--- config.mk ---
export PLATFORM = sky130hd
export DESIGN_NAME = seg7_marquee_flat
export DESIGN_NICKNAME = d
export VERILOG_FILES = /design/src/rtl/seg7_pkg.sv /design/src/rtl/seg7_marquee_if.sv /design/src/rtl/seg7_tick_gen.sv /design/src/rtl/seg7_marquee.sv /design/src/flat_wrapper.sv
export SDC_FILE = /design/constraint.sdc
export NUM_CORES = 1
export LEC_CHECK = 0
export ABC_AREA = 1
export CAP_MARGIN = 20
export CORE_MARGIN = 10
export CORE_UTILIZATION = 45
export DETAILED_ROUTE_END_ITERATION = 6
export GPL_ROUTABILITY_DRIVEN = 0
export RECOVER_POWER = 50
export SLEW_MARGIN = 30
export SYNTH_ARGS = -nofsm -noshare
export SYNTH_HDL_FRONTEND = slang
export SYNTH_HIERARCHICAL = 1
export SYNTH_SLANG_ARGS = --single-unit
--- constraint.sdc ---
create_clock -name clk -period 3.9 [get_ports clk]
set_input_delay 0.975 -clock clk [delete_from_list [all_inputs] [get_ports clk]]
set_output_delay 0.975 -clock clk [all_outputs]
set_load 0.1 [all_outputs]
--- src/rtl/seg7_pkg.sv ---
// rtl/seg7_pkg.sv - shared seg7 display constants and marquee state type
package seg7_pkg;

   localparam logic [7:0]  SEG_BLANK     = 8'hFF;
   localparam logic [63:0] SEG_BLANK_WIN = {8{SEG_BLANK}};
   localparam logic        DISP_HEX      = 1'b0;
   localparam logic        DISP_RAW      = 1'b1;

   typedef enum logic [1:0] {
      IDLE   = 2'd0,
      RUN    = 2'd1,
      FINISH = 2'd2
   } state_t;

endpackage

--- src/rtl/seg7_marquee_if.sv ---
// rtl/seg7_marquee_if.sv - control/data bundle between marquee host and seg7_marquee
interface seg7_marquee_if #(
   parameter int AW     = 5,
   parameter int STEP_W = 26
);
   logic              wr_en;
   logic [AW-1:0]     wr_addr;
   logic [7:0]        wr_data;
   logic [AW:0]       msg_len;
   logic [STEP_W-1:0] step_cycles;
   logic              loop_en;
   logic              start;
   logic              stop;
   logic [31:0]       idle_value;
   logic [63:0]       o_data;
   logic              o_disp_mode;
   logic              busy;
   logic              done;

   modport master (
      output wr_en, wr_addr, wr_data, msg_len, step_cycles, loop_en,
             start, stop, idle_value,
      input  o_data, o_disp_mode, busy, done
   );

   modport slave (
      input  wr_en, wr_addr, wr_data, msg_len, step_cycles, loop_en,
             start, stop, idle_value,
      output o_data, o_disp_mode, busy, done
   );
endinterface

--- src/rtl/seg7_tick_gen.sv ---
// rtl/seg7_tick_gen.sv - step-period counter, one-cycle tick on terminal count
module seg7_tick_gen #(
   parameter int W = 26
) (
   input  logic         clk,
   input  logic         rstn,
   input  logic         en,
   input  logic [W-1:0] period,
   output logic         tick
);
   logic [W-1:0] cnt;

   // period is guaranteed >= 1 by the caller, so period-1 never wraps
   assign tick = en && (cnt == period - W'(1));

   always_ff @(posedge clk or negedge rstn) begin
      if (!rstn)
         cnt <= '0;
      else if (!en || tick)
         cnt <= '0;
      else
         cnt <= cnt + W'(1);
   end
endmodule

--- src/rtl/seg7_marquee.sv ---
// rtl/seg7_marquee.sv - hex idle display / right-to-left scrolling segment marquee
module seg7_marquee
   import seg7_pkg::*;
#(
   parameter int MSG_DEPTH = 32,
   parameter int AW        = 5,
   parameter int STEP_W    = 26
) (
   input logic           clk,
   input logic           rstn,
   seg7_marquee_if.slave bus
);
   localparam int          IW      = AW + 2;
   localparam logic [AW:0] DEPTH_L = (AW+1)'(MSG_DEPTH);

   state_t            state_q, state_d;
   logic [63:0]       data_q, data_d;
   logic              mode_q, mode_d;
   logic              busy_q, busy_d;
   logic              done_q, done_d;
   logic [IW-1:0]     idx_q, idx_d;
   logic [AW:0]       len_q, len_d;
   logic [STEP_W-1:0] step_q, step_d;
   logic              loop_q, loop_d;
   logic [7:0]        msg_buf [MSG_DEPTH];
   logic [AW:0]       eff_len;
   logic [7:0]        next_char;
   logic              tick;

   assign eff_len   = (bus.msg_len > DEPTH_L) ? DEPTH_L : bus.msg_len;
   // past the message tail, blanks push the text off the left edge
   assign next_char = (idx_q < IW'(len_q)) ? msg_buf[idx_q[AW-1:0]] : SEG_BLANK;

   always_ff @(posedge clk) begin
      if (bus.wr_en && state_q == IDLE)
         msg_buf[bus.wr_addr] <= bus.wr_data;
   end

   seg7_tick_gen #(.W(STEP_W)) u_tick (
      .clk    (clk),
      .rstn   (rstn),
      .en     (state_q == RUN),
      .period (step_q),
      .tick   (tick)
   );

   always_ff @(posedge clk or negedge rstn) begin
      if (!rstn) begin
         state_q <= IDLE;
         data_q  <= '0;
         mode_q  <= DISP_HEX;
         busy_q  <= 1'b0;
         done_q  <= 1'b0;
         idx_q   <= '0;
         len_q   <= '0;
         step_q  <= '0;
         loop_q  <= 1'b0;
      end else begin
         state_q <= state_d;
         data_q  <= data_d;
         mode_q  <= mode_d;
         busy_q  <= busy_d;
         done_q  <= done_d;
         idx_q   <= idx_d;
         len_q   <= len_d;
         step_q  <= step_d;
         loop_q  <= loop_d;
      end
   end

   always_comb begin
      state_d = state_q;
      data_d  = {32'h0, bus.idle_value};
      mode_d  = DISP_HEX;
      busy_d  = 1'b0;
      done_d  = 1'b0;
      idx_d   = idx_q;
      len_d   = len_q;
      step_d  = step_q;
      loop_d  = loop_q;
      case (state_q)
         IDLE: begin
            if (bus.start && !bus.stop) begin
               if (eff_len != '0) begin
                  state_d = RUN;
                  data_d  = SEG_BLANK_WIN;
                  mode_d  = DISP_RAW;
                  busy_d  = 1'b1;
                  idx_d   = '0;
                  len_d   = eff_len;
                  step_d  = (bus.step_cycles == '0) ? STEP_W'(1) : bus.step_cycles;
                  loop_d  = bus.loop_en;
               end else begin
                  state_d = FINISH;
                  done_d  = 1'b1;
               end
            end
         end
         RUN: begin
            if (bus.stop) begin
               state_d = IDLE;
            end else begin
               data_d = data_q;
               mode_d = DISP_RAW;
               busy_d = 1'b1;
               if (tick) begin
                  data_d = {data_q[55:0], next_char};
                  if (idx_q == IW'(len_q) + IW'(7)) begin
                     if (loop_q) begin
                        idx_d = '0;
                     end else begin
                        state_d = FINISH;
                        done_d  = 1'b1;
                        busy_d  = 1'b0;
                        data_d  = {32'h0, bus.idle_value};
                        mode_d  = DISP_HEX;
                     end
                  end else begin
                     idx_d = idx_q + IW'(1);
                  end
               end
            end
         end
         FINISH: state_d = IDLE;
         default: state_d = IDLE;
      endcase
   end

   assign bus.o_data      = data_q;
   assign bus.o_disp_mode = mode_q;
   assign bus.busy        = busy_q;
   assign bus.done        = done_q;
endmodule

--- src/flat_wrapper.sv ---
// flat-port wrapper written by rule: the top's interface ports become plain ports
module seg7_marquee_flat import seg7_pkg::*;
#(
   parameter int MSG_DEPTH = 32,
   parameter int AW        = 5,
   parameter int STEP_W    = 26
)
  (clk, rstn, bus_wr_en, bus_wr_addr, bus_wr_data, bus_msg_len, bus_step_cycles, bus_loop_en, bus_start, bus_stop, bus_idle_value, bus_o_data, bus_o_disp_mode, bus_busy, bus_done);
  seg7_marquee_if #(.AW(AW), .STEP_W(STEP_W)) bus_i ();
  input logic clk;
  input logic rstn;
  input wire logic [$bits(bus_i.wr_en)-1:0] bus_wr_en;
  input wire logic [$bits(bus_i.wr_addr)-1:0] bus_wr_addr;
  input wire logic [$bits(bus_i.wr_data)-1:0] bus_wr_data;
  input wire logic [$bits(bus_i.msg_len)-1:0] bus_msg_len;
  input wire logic [$bits(bus_i.step_cycles)-1:0] bus_step_cycles;
  input wire logic [$bits(bus_i.loop_en)-1:0] bus_loop_en;
  input wire logic [$bits(bus_i.start)-1:0] bus_start;
  input wire logic [$bits(bus_i.stop)-1:0] bus_stop;
  input wire logic [$bits(bus_i.idle_value)-1:0] bus_idle_value;
  output wire logic [$bits(bus_i.o_data)-1:0] bus_o_data;
  output wire logic [$bits(bus_i.o_disp_mode)-1:0] bus_o_disp_mode;
  output wire logic [$bits(bus_i.busy)-1:0] bus_busy;
  output wire logic [$bits(bus_i.done)-1:0] bus_done;
  assign bus_i.wr_en = bus_wr_en;
  assign bus_i.wr_addr = bus_wr_addr;
  assign bus_i.wr_data = bus_wr_data;
  assign bus_i.msg_len = bus_msg_len;
  assign bus_i.step_cycles = bus_step_cycles;
  assign bus_i.loop_en = bus_loop_en;
  assign bus_i.start = bus_start;
  assign bus_i.stop = bus_stop;
  assign bus_i.idle_value = bus_idle_value;
  assign bus_o_data = bus_i.o_data;
  assign bus_o_disp_mode = bus_i.o_disp_mode;
  assign bus_busy = bus_i.busy;
  assign bus_done = bus_i.done;
  seg7_marquee #(.MSG_DEPTH(MSG_DEPTH), .AW(AW), .STEP_W(STEP_W)) u_core (.clk(clk), .rstn(rstn), .bus(bus_i));
endmodule
==> summary.md, run 1 <==
| Metric | Value |
|---|---|
| Area delta synth->final | 18.6% |
| Sequential fraction of the synthesis area | 0.575 |
| Antenna violations before repair | 0 |
| Pwr Density | just under 700 nW/um^2 |
| Die footprint | between 50000 and 60000 sq um |
| Die height | 227 microns |
| Adder-Cell Fraction of Synth Area | 0.00652 |
| Congestion Overflow GR | 0 |
| Hold Violations, Final | 0 |
| Clock sinks | 390 |
| Leak | 9.73 nW |
| Worst Tran Pin Value | 2.03 ns |
| Critical Setup Path Class | in2reg |
| Syn nets | 2264 |
| ANT nets after route | 0 |
| Setup Fix Bufs, Post-CTS | 0 |
| Failing checks | capacitance limit, slew limit |
| FF+latch count, synth | 390 |
| Total Routed Length | ~54 mm |
| CTS tree | yes |
| Hold_buf cts | 0 |
| Post-DP HPWL | between 30 and 40 mm |
| Post-synth EDFFs | 256 |
| Htree depth | 2 |
| Mux contribution to synthesized area | 0 |
| DRC | 0 |
| Die span in x | 227 microns |
| Worst Setup Start Kind | input port |
| Total number of vias | 15441 |
| Final #Nets | ~2400 |
| Share of cells above drive strength 1 | 0.0742 |
| Predominant post-synthesis flop cell | edfxtp_1 |
| Row count | 75 |
| Wire per inst | 18.5 microns |
| Synth Area in Compound Gates | 0.0923 |
| Bufs on Longest Clock Path | 3 |
| Synth Cell Area | 19200 sq um |
| Worst-Skew Late Latency | 0.59 ns |
| Core area | approximately 42000 sq um |
| Most numerous cell in the Yosys netlist | nand2_1 |
| WHS Path Cells | 1 |
| Fin cells | 2898 |
| Slowest stage delay, CP | around 1.1 ns |
| Initial Utilization | 0.456 |
| Hold Path Class | reg2reg |
| Period Utilization, post-route | 0.905 |
| CP max-delay cell | clkbuf_1 |
| Vias in the first global route | 15095 |
| Clock buffer count from CTS | between 40 and 50 |
| Worst reg-to-reg setup slack | roughly 0.54 ns |
| Critical Path, Cell by Cell | dlygate4sd3_1, inv_1, nand2_1, nor2_1, nand2_2, clkbuf_1, nor2_1, nand2_1, o21ai_0 |
| Status | finished, violations left |
| Post-synth top cells | nand2_1, edfxtp_1, nor2_1, inv_1, nand3_1 |
| Largest family of logic cells by synthesized area | simple AND/OR/NAND/NOR gates |
| I/O Buffers | 149 |
| Proportion of netlist area held by the largest area contributor | 0.401 |
| Vias per inst | 5.33 |
| All-Layer GR Usage | 0.208 |
| Post-synth ARST share | 0.344 |
| Final Skew | 0.0282 ns |
| CTS resizes | 0 |
| VDD IR-drop max | 0.442 mV |
| Worst setup EP type | flop |
| DRT Pass-1 Iters | 5 |
| Ys Warns | 6 |
| Post-Place Cells | 2821 |
| Synthesized area per cell | roughly 8.8 sq um |
| Clock period minus worst slack | 3.53 ns |
| Root buffer cell | clkbuf_16 |
| Unrepaired setup endpoints after global routing | no |
| Clock slew at reported path FFs | 0.06 ns |
| Top Ports | 150 |
| Slew HR | -0.356 |
| Largest net degree at the start of global routing | 131 |
| Cell taking the most area after synthesis | edfxtp_1 |
| Cells after synthesis | 2171 |
| Max Slew Vio Count | 332 |
| Cell variety after synth | 43 |
| Final setup viols | 0 |
| Crit path max fanout | 36 |
| Initial DRC Count | ~1600 |
| Setup slack at placement | 0.244 ns |
| R2R cell count | 18 |
| Maxcap violations | 9 |
| Worst Slack Setup Final | around 0.37 ns |
| First-pass GRT wire length | around 84 mm |
| Synth area leaders | edfxtp_1, dfrtp_1, nand2_1 |
| Post-Synth XOR/XNOR Area | 0.0192 |
| Critical Path RT | 4.37 ns |
| Fin Setup TNS | 0 ns |
| Fillers | 3801 |
| Post-synthesis simple-gate area fraction | 0.240 |
| CP arrival | 4.00 ns |
| Max frequency | roughly 280 MHz |
-- where the power goes --
group	total (W)	internal, W	switching, W
Clock	0.00404	0.00234	0.00170
Sequential	0.00528	0.00483	0.000450
Combinational	0.00619	0.00163	0.00457
Total	0.0155	0.00880	0.00672
-- final cells by class --
class | instances | area, sq um | share of cell area
timing repair buffer | 219 | 1960 | 0.0859
inverter | 205 | 771 | 0.0339
antenna | 1 | 2.50 | 0.000110
sequential | 390 | 11000 | 0.485
clock inverter | 25 | 277 | 0.0121
clock buffer | 51 | 1130 | 0.0495
tap | 539 | 674 | 0.0296
multi-input combinational | 1468 | 6910 | 0.303
-- worst paths after layout --
check / startpoint / end
max in group asynchronous: rstn / u_core/bus.o_data[54]
setup reg to reg: u_core/step_q[0] / u_core/idx_q[3]
hold / removal: u_core/bus.o_data[61] / u_core/bus.o_data[61]
setup / recovery: bus_stop / u_core/len_q[2]
min in group asynchronous: rstn / u_core/step_q[17]
hold reg to reg: u_core/bus.o_data[61] / u_core/bus.o_data[61]
-- cell families (layout without fill, tap and decap cells) --
logic type                 after synthesis  after routing
and+or+nand+nor                       1102           1102
xor gates and xnor gates                42             42
adders and majority gates               10             10
AOI/OAI and AO/OA                      314            314
buffers and inverters                  313            500
other                                    0              1
DFF                                    390            390
-- per-layer routing --
layer	routed length (microns)	global-route usage	up-vias
li1	-	-	7506
met1	24000	0.281	7329
met2	24600	0.329	494
met3	3360	0.0329	112
met4	1710	0.0812	0
met5	0	0	-
-- layout by cell type, fill, tap and decap left out, types with 21 or more instances in the layout --
cell,synthesis,routed
nand2_1,582,581
edfxtp_1,256,256
nor2_1,247,244
inv_1,196,196
nand3_1,194,194
clkdlybuf4s50_1,0,134
o21ai_0,132,132
dfrtp_1,134,131
a21oi_1,91,91
buf_4,2,55
clkbuf_16,0,43
clkbuf_1,54,25
xor2_1,24,24
a21o_1,23,23
a211oi_1,22,22
nor2_2,20,21
-- stage by stage --
step | total power, W | cell area (sq um) | hold WS [ns] | util
2_1_floorplan | 0.00977 | 19200 | 0.465 | -
3_3_place_gp | 0.0115 | 21400 | 0.462 | 0.509
3_5_place_dp | 0.0115 | 21400 | 0.469 | 0.509
4_1_cts | 0.0156 | 22800 | 0.396 | 0.543
5_1_grt | 0.0164 | 22800 | 0.506 | 0.541
6_report | 0.0155 | 22800 | 0.480 | 0.541
-- critical path: cells and delay by family --
| kind | cells | cell delay (ns) |
|---|---|---|
| AND/OR/NAND/NOR | 5 | 0.88 |
| buffers and inverters | 3 | 2.05 |
| AO/OA/AOI/OAI | 1 | 0.09 |
-- sequential cells by signal, indices dropped and copies added, names as in the netlist --
signal	count
u_core/u_tick/cnt	26
u_core/bus.done	1
u_core/loop_q	1
u_core/state_q	2
u_core/idx_q	7
u_core/bus.o_data	64
u_core/msg_buf	256
u_core/step_q	26
u_core/bus.busy	1
u_core/len_q	6
(Power assumes the default switching activity.)
==> run 2: changes to the inputs <==
Settings changed: MAX_ROUTING_LAYER from default to met4.
==> run 2 against run 1 <==
The flow still finishes with violations (capacitance limit, slew limit). Clock skew decreased by 0.0024 ns. Global-route usage up 0.63 points. Flip-flop and latch count unchanged. Die area did not move. Fmax increased by 3.8%. Clock power about the same. Critical path depth unchanged. Register-to-register slack got worse by 0.03 ns. Sequential power about the same. Largest cell class unchanged.
==> summary.md, run 2 (synthesis gave the netlist of run 1 again) <==
| Metric | Value |
|---|---|
| Most flops, register | u_core/msg_buf |
| Area delta synth->final | 18.6% (about the same) |
| Max frequency | 294 MHz (+3.8%) |
| Congestion Overflow GR | 0 (unchanged) |
| Largest net degree at the start of global routing | 131 (unchanged) |
| Sw frac | 0.433 (about the same) |
| Seq pwr share | 0.340 (about the same) |
| Worst Tran Pin Value | 2.04 ns (+0.0103 ns) |
| Row count | 75 (unchanged) |
| First-pass GRT wire length | 84.4 mm (+0.22%) |
| Most Crowded Layer GR | met2 |
| Worst setup EP type | flop |
| Levels on crit path | 9 (unchanged) |
| Maxcap violations | 9 (unchanged) |
| Worst reg-to-reg setup slack | 0.51 ns (-0.03 ns) |
| Vias in the first global route | 15073 (-0.15%) |
| WHS Path Cells | 1 (unchanged) |
| Bufs on Longest Clock Path | 3 (unchanged) |
| Hold Violations, Final | 0 (unchanged) |
| CTS tree | yes |
| Worst path top cell family by delay | buffers and inverters |
| Crit path max fanout | 36 (unchanged) |
| Final Skew | 0.0258 ns (-0.00238 ns) |
| Root buffer cell | clkbuf_16 |
| Most common cell after layout, fill and taps aside | nand2_1 |
| Status | finished, violations left |
| Total Routed Length | 53.6 mm (about the same) |
| All-Layer GR Usage | 0.214 (+0.00630) |
| Die footprint | 51300 sq um (unchanged) |
| Met3 usage | 0.0318 (-0.00116) |
| Leak | 9.72 nW (about the same) |
| VDD IR-drop max | 0.443 mV (+0.26%) |
| DRT Pass-1 Iters | 5 (unchanged) |
| Max Slew Vio Count | 332 (unchanged) |
| Slowest stage delay, CP | 1.07 ns (about the same) |
| Clk network pwr share | 0.261 (about the same) |
| Share of cells above drive strength 1 | 0.0742 (unchanged) |
| Switching power | 0.00671 W (about the same) |
| Critical Path, Cell by Cell | dlygate4sd3_1, inv_2, nand2_1, nor2_1, nand2_2, clkbuf_1, nor2_1, nand2_1, o21ai_0 |
| Power, Total | 0.0155 W (about the same) |
| P_int | 0.00880 W (about the same) |
| Max reg flops | 256 (unchanged) |
| Antenna violations before repair | 0 (unchanged) |
| Unrepaired setup endpoints after global routing | no |
| Clock period minus worst slack | 3.40 ns (-0.130 ns) |
| Total number of vias | 15455 (+0.091%) |
| Grt met2 use | 0.329 (about the same) |
| Critical path endpoint | u_core/len_q[2] |
| R2r startpoint | u_core/step_q[0] |
| Clock buffer count from CTS | 43 (unchanged) |
| Setup slack at placement | 0.244 ns (unchanged) |
| Crit path buf inv count | 3 (unchanged) |
| Worst-Skew Late Latency | 0.59 ns (about the same) |
| DRC | 0 (unchanged) |
| Hold Path Class | reg2reg |
| Worst Setup Start Kind | input port |
| Die span in x | 227 microns (unchanged) |
| Pwr Density | 681 nW/um^2 (about the same) |
| Critical Path RT | 4.36 ns (about the same) |
| Failing checks | capacitance limit, slew limit |
| R2R cell count | 18 (unchanged) |
| GR Util met1 | 0.283 (+0.00197) |
| Fin Setup TNS | 0 ns (unchanged) |
| Fillers | 3800 (-0.026%) |
| Period Utilization, post-route | 0.872 (-0.0333) |
| Clock sinks | 390 (unchanged) |
| Combinational group share of total power | 0.399 (about the same) |
| ANT nets after route | 0 (unchanged) |
| Slew HR | -0.362 (-0.00686) |
| Vias per inst | 5.33 (about the same) |
| Register area | 11000 sq um (unchanged) |
| Critical Setup Path Class | in2reg |
| CP startpoint | bus_stop |
| Htree depth | 2 (unchanged) |
| I/O Buffers | 149 (unchanged) |
| Top Ports | 150 (unchanged) |
| Multi-input logic area | 6910 sq um (unchanged) |
| Clock slew at reported path FFs | 0.06 ns (about the same) |
| CP arrival | 3.86 ns (-0.14 ns) |
| FF-to-FF End | u_core/idx_q[3] |
| Initial DRC Count | 1665 (+1.5%) |
| Core area | 42000 sq um (unchanged) |
| Die height | 227 microns (unchanged) |
| Initial Utilization | 0.456 (unchanged) |
| Post-DP HPWL | 35.7 mm (unchanged) |
| CP max-delay cell | clkbuf_1 |
| Wire per inst | 18.5 microns (about the same) |
| Most frequent cells in the layout | nand2_1, edfxtp_1, nor2_1 |
| Worst Slack Setup Final | 0.500 ns (+0.130 ns) |
| Final setup viols | 0 (unchanged) |
| Final #Nets | 2420 (unchanged) |
## run 2: cell count changes in the layout (fill, tap and decap cells not counted), sizes merged
| cell | delta |
|---|---|
| clkbuf | +1 |
| buf | -1 |
## run 2: power groups by stage
stage / Combinational [W] / Clock [W] / Sequential (W)
after detailed placement: 0.00619 / 0 / 0.00534
final: 0.00619 / 0.00404 / 0.00528
after global routing: 0.00675 / 0.00430 / 0.00533
after global placement: 0.00614 / 0 / 0.00534
after floorplan: 0.00290 / 0 / 0.00687
after CTS: 0.00621 / 0.00411 / 0.00527
## run 2: cell type report
type,instances,share of cell area
clock buffer,51,0.0495
antenna,1,0.000110
tap,539,0.0296
timing repair buffer,219,0.0858
inverter,205,0.0339
multi-input combinational,1468,0.304
clock inverter,25,0.0122
sequential,390,0.485
## run 2: metrics by stage
| stage | hold WS (ns) | area (sq um) | utilization | instances |
|---|---|---|---|---|
| after floorplan | 0.465 | 19200 | - | 2171 |
| after global placement | 0.462 | 21400 | 0.509 | 2821 |
| after detailed placement | 0.469 | 21400 | 0.509 | 2821 |
| after CTS | 0.396 | 22800 | 0.543 | 2897 |
| after global routing | 0.506 | 22800 | 0.541 | 2897 |
| final | 0.480 | 22800 | 0.541 | 2898 |
## run 2: how the worst min path moves through the flow
stage | start | endpoint | slack (ns)
finish | u_core/bus.o_data[61] | u_core/bus.o_data[61] | 0.48
global route | u_core/bus.o_data[60] | u_core/bus.o_data[60] | 0.51
CTS | rstn | u_core/step_q[17] | 0.40
detailed placement | u_core/bus.o_data[57] | u_core/bus.o_data[57] | 0.47
global placement | u_core/bus.o_data[57] | u_core/bus.o_data[57] | 0.46
floorplan | u_core/step_q[25] | u_core/step_q[25] | 0.47
## run 2: worst reg2reg max path, stage by stage (launching register included)
cell and delay [ns]:
dfrtp_1 0.39, inv_1 0.11, ha_1 0.24, nand2_2 0.13, nor2_2 0.27, nand2_1 0.12
nand2_1 0.07, nand2_1 0.05, nor2_1 0.10, nand3_1 0.08, nor2_1 0.14, nand2_1 0.13
nor3_2 0.33, a21oi_1 0.12, a211oi_1 0.39, o21ai_1 0.14, inv_1 0.28, nand2_1 0.09
a22oi_1 0.16
## run 2: metal layers
metal  part of all wire  vias up
met5                  0        -
met4              0.031        0
met3              0.061      114
met2               0.46      473
met1               0.45     7362
li1                   -     7506
## run 2: timing repair
| item | 4_1_cts | 5_1_grt |
|---|---|---|
| hold endpoints to repair | 0 | 0 |
| gates resized for setup | 0 | 3 |
| setup endpoints to repair | 0 | 6 |
| setup buffers | 0 | 0 |
| hold buffers | 0 | 0 |
==> run 3: changes to the inputs <==
Settings changed: PLACE_DENSITY_LB_ADDON from default to 0.12, SETUP_SLACK_MARGIN from default to 0.15.
==> run 3 against run 2 <==
The flow finishes with violations (DRC, capacitance limit, slew limit). Critical path type is now reg2reg. First-iteration DRC count down 8.2%. Clock power up 1%. Clock skew down 0.0035 ns. Die area unchanged.
==> summary.md, run 3 (synthesis gave the netlist of run 1 again) <==
| Metric | Value |
|---|---|
| Post-DP HPWL | 35.5 mm (-0.42%) |
| Final setup viols | 0 (unchanged) |
| Period Utilization, post-route | 0.853 (-0.0188) |
| Clock sinks | 390 (unchanged) |
| Maxcap violations | 9 (unchanged) |
| Worst setup EP type | flop |
| Wire per inst | 18.6 microns (+0.49%) |
| Area delta synth->final | 18.7% |
| Worst Setup Start Kind | flop |
| Metal-1 WL | 24.4 mm (+1.4%) |
| Cell Area, Placed | 21400 sq um (-0.13%) |
| Hold Violations, Final | 0 (unchanged) |
| VDD IR-drop max | 0.506 mV (+14%) |
| Largest net degree at the start of global routing | 131 (unchanged) |
| Crit path buf inv count | 3 (unchanged) |
| Top Ports | 150 (unchanged) |
| Hold Path Class | reg2reg |
| Post-Place Cells | 2819 (-0.071%) |
| Fin cells | 2903 (+0.17%) |
| Critical Path, Cell by Cell | inv_1, ha_1, nand2_2, nor2_2, nand2_1, nand2_1, nand2_1, nor2_1, nand3_1, nor2_1, nand2_1, nor3_1, a21oi_1, a211oi_1, buf_4, o21ai_1, inv_1, nand2_1, a22oi_1 |
| Fin Setup TNS | 0 ns (unchanged) |
| Hold_buf cts | 0 (unchanged) |
| ANT nets after route | 0 (unchanged) |
| Most frequent cells in the layout | nand2_1, edfxtp_1, nor2_1 |
| First-pass GRT wire length | 84.8 mm (+0.55%) |
| Htree depth | 2 (unchanged) |
| Clock slew at reported path FFs | 0.06 ns (about the same) |
| Antenna violations before repair | 3 (+3) |
| Crit path max fanout | 11 (-69%) |
| I/O Buffers | 149 (unchanged) |
| Pwr Density | 682 nW/um^2 (about the same) |
| Die footprint | 51300 sq um (unchanged) |
| Setup Fix Bufs, Post-CTS | 0 (unchanged) |
| Worst-Skew Late Latency | 0.59 ns (about the same) |
| Met3 wire length | 3.28 mm (+0.55%) |
| Critical Setup Path Class | reg2reg |
| Most flops, register | u_core/msg_buf |
| Most common cell after layout, fill and taps aside | nand2_1 |
| CTS tree | yes |
| Congestion Overflow GR | 0 (unchanged) |
| Clock period minus worst slack | 3.33 ns (-0.0732 ns) |
| Share of cells above drive strength 1 | 0.0741 (-0.0000943) |
| Cell area after layout | 22800 sq um (+0.11%) |
| Worst path top cell family by delay | simple AND/OR/NAND/NOR gates |
| Initial Utilization | 0.456 (unchanged) |
| Slew HR | -0.669 (-0.307) |
| Initial DRC Count | 1528 (-8.2%) |
| DRT Pass-1 Iters | 7 (+2) |
| Highest metal used | met4 |
| Crit-path most repeated cell | nand2_1 |
| DRC | 2 (+2) |
| Core area | 42000 sq um (unchanged) |
| Failing checks | DRC, capacitance limit, slew limit |
| CP arrival | 3.81 ns (-0.05 ns) |
| Fillers | 3855 (+1.4%) |
| Clock buffer count from CTS | 44 (+2.3%) |
| Critical Path RT | 4.38 ns (+0.02 ns) |
| Total Routed Length | 54.0 mm (+0.67%) |
| Row count | 75 (unchanged) |
| Max frequency | 301 MHz (+2.2%) |
| Max Slew Vio Count | 307 (-7.5%) |
| Die span in x | 227 microns (unchanged) |
| Slowest stage delay, CP | 0.39 ns (-0.68 ns) |
| Total number of vias | 15506 (+0.33%) |
| CTS resizes | 0 (unchanged) |
| Max reg flops | 256 (unchanged) |
| Worst Tran Pin Value | 2.50 ns (+0.460 ns) |
| Met2 wire len | 25.3 mm (+2.6%) |
| Bufs on Longest Clock Path | 3 (unchanged) |
| Worst reg-to-reg setup slack | 0.57 ns (+0.06 ns) |
| CP max-delay cell | dfrtp_1 |
| Final Skew | 0.0223 ns (-0.00350 ns) |
| Die height | 227 microns (unchanged) |
| Unrepaired setup endpoints after global routing | no |
| Vias per inst | 5.34 (+0.16%) |
| Vias in the first global route | 15035 (-0.25%) |
| Power, Total | 0.0155 W (+0.16%) |
| Root buffer cell | clkbuf_16 |
| Status | finished, violations left |
| All-Layer GR Usage | 0.215 (+0.00115) |
| Leak | 9.76 nW (+0.31%) |
| Final #Nets | 2419 (-0.041%) |
## run 3: changes by cell type in the layout (fill, tap and decap cells not counted), sizes merged
cell           previous run  this run
clkdlybuf4s50           134       135
dlygate4sd3               6         5
bufinv                    4         3
clkbuf                   73        75
inv                     205       204
diode                     1         3
clkinvlp                  4         1
buf                      57        63
## run 3: path summary, 6_finish.rpt
check	start	to	cells past startpoint
worst max register to register	u_core/step_q[0]	u_core/idx_q[3]	19
worst max-delay path	u_core/step_q[0]	u_core/idx_q[3]	19
min in group asynchronous	rstn	u_core/step_q[24]	1
worst min register to register	u_core/bus.o_data[56]	u_core/bus.o_data[56]	1
max in group asynchronous	rstn	u_core/bus.o_data[60]	2
worst min-delay path	u_core/bus.o_data[56]	u_core/bus.o_data[56]	1
## run 3: power breakdown
group | leakage, nW | internal [W] | switching, W
clock | 0.688 | 0.00237 | 0.00171
sequential | 4.02 | 0.00483 | 0.000471
combinational | 5.05 | 0.00164 | 0.00452
total | 9.76 | 0.00884 | 0.00669
## run 3: stage by stage
stage	utilization	setup slack, ns	hold WS, ns
final	0.542	0.573	0.476
after global routing	0.542	0.166	0.498
after CTS	0.542	0.495	0.302
after detailed placement	0.509	0.532	0.468
after global placement	0.509	0.666	0.463
after floorplan	-	1.10	0.465
## run 3: cell type report
class | count | area [sq um] | share of cell area
Inverter | 205 | 771 | 0.0338
Clock inverter | 20 | 209 | 0.00917
Sequential cell | 390 | 11000 | 0.485
Antenna cell | 3 | 7.51 | 0.000330
Timing Repair Buffer | 217 | 1970 | 0.0863
Tap cell | 539 | 674 | 0.0296
Clock buffer | 61 | 1200 | 0.0529
Multi-Input combinational cell | 1468 | 6900 | 0.303
## run 3: layer usage
layer,global-route usage,up-vias
met1,0.286,7457
met4,0.0569,0
met3,0.0377,73
met2,0.336,464
li1,-,7512
met5,-,-
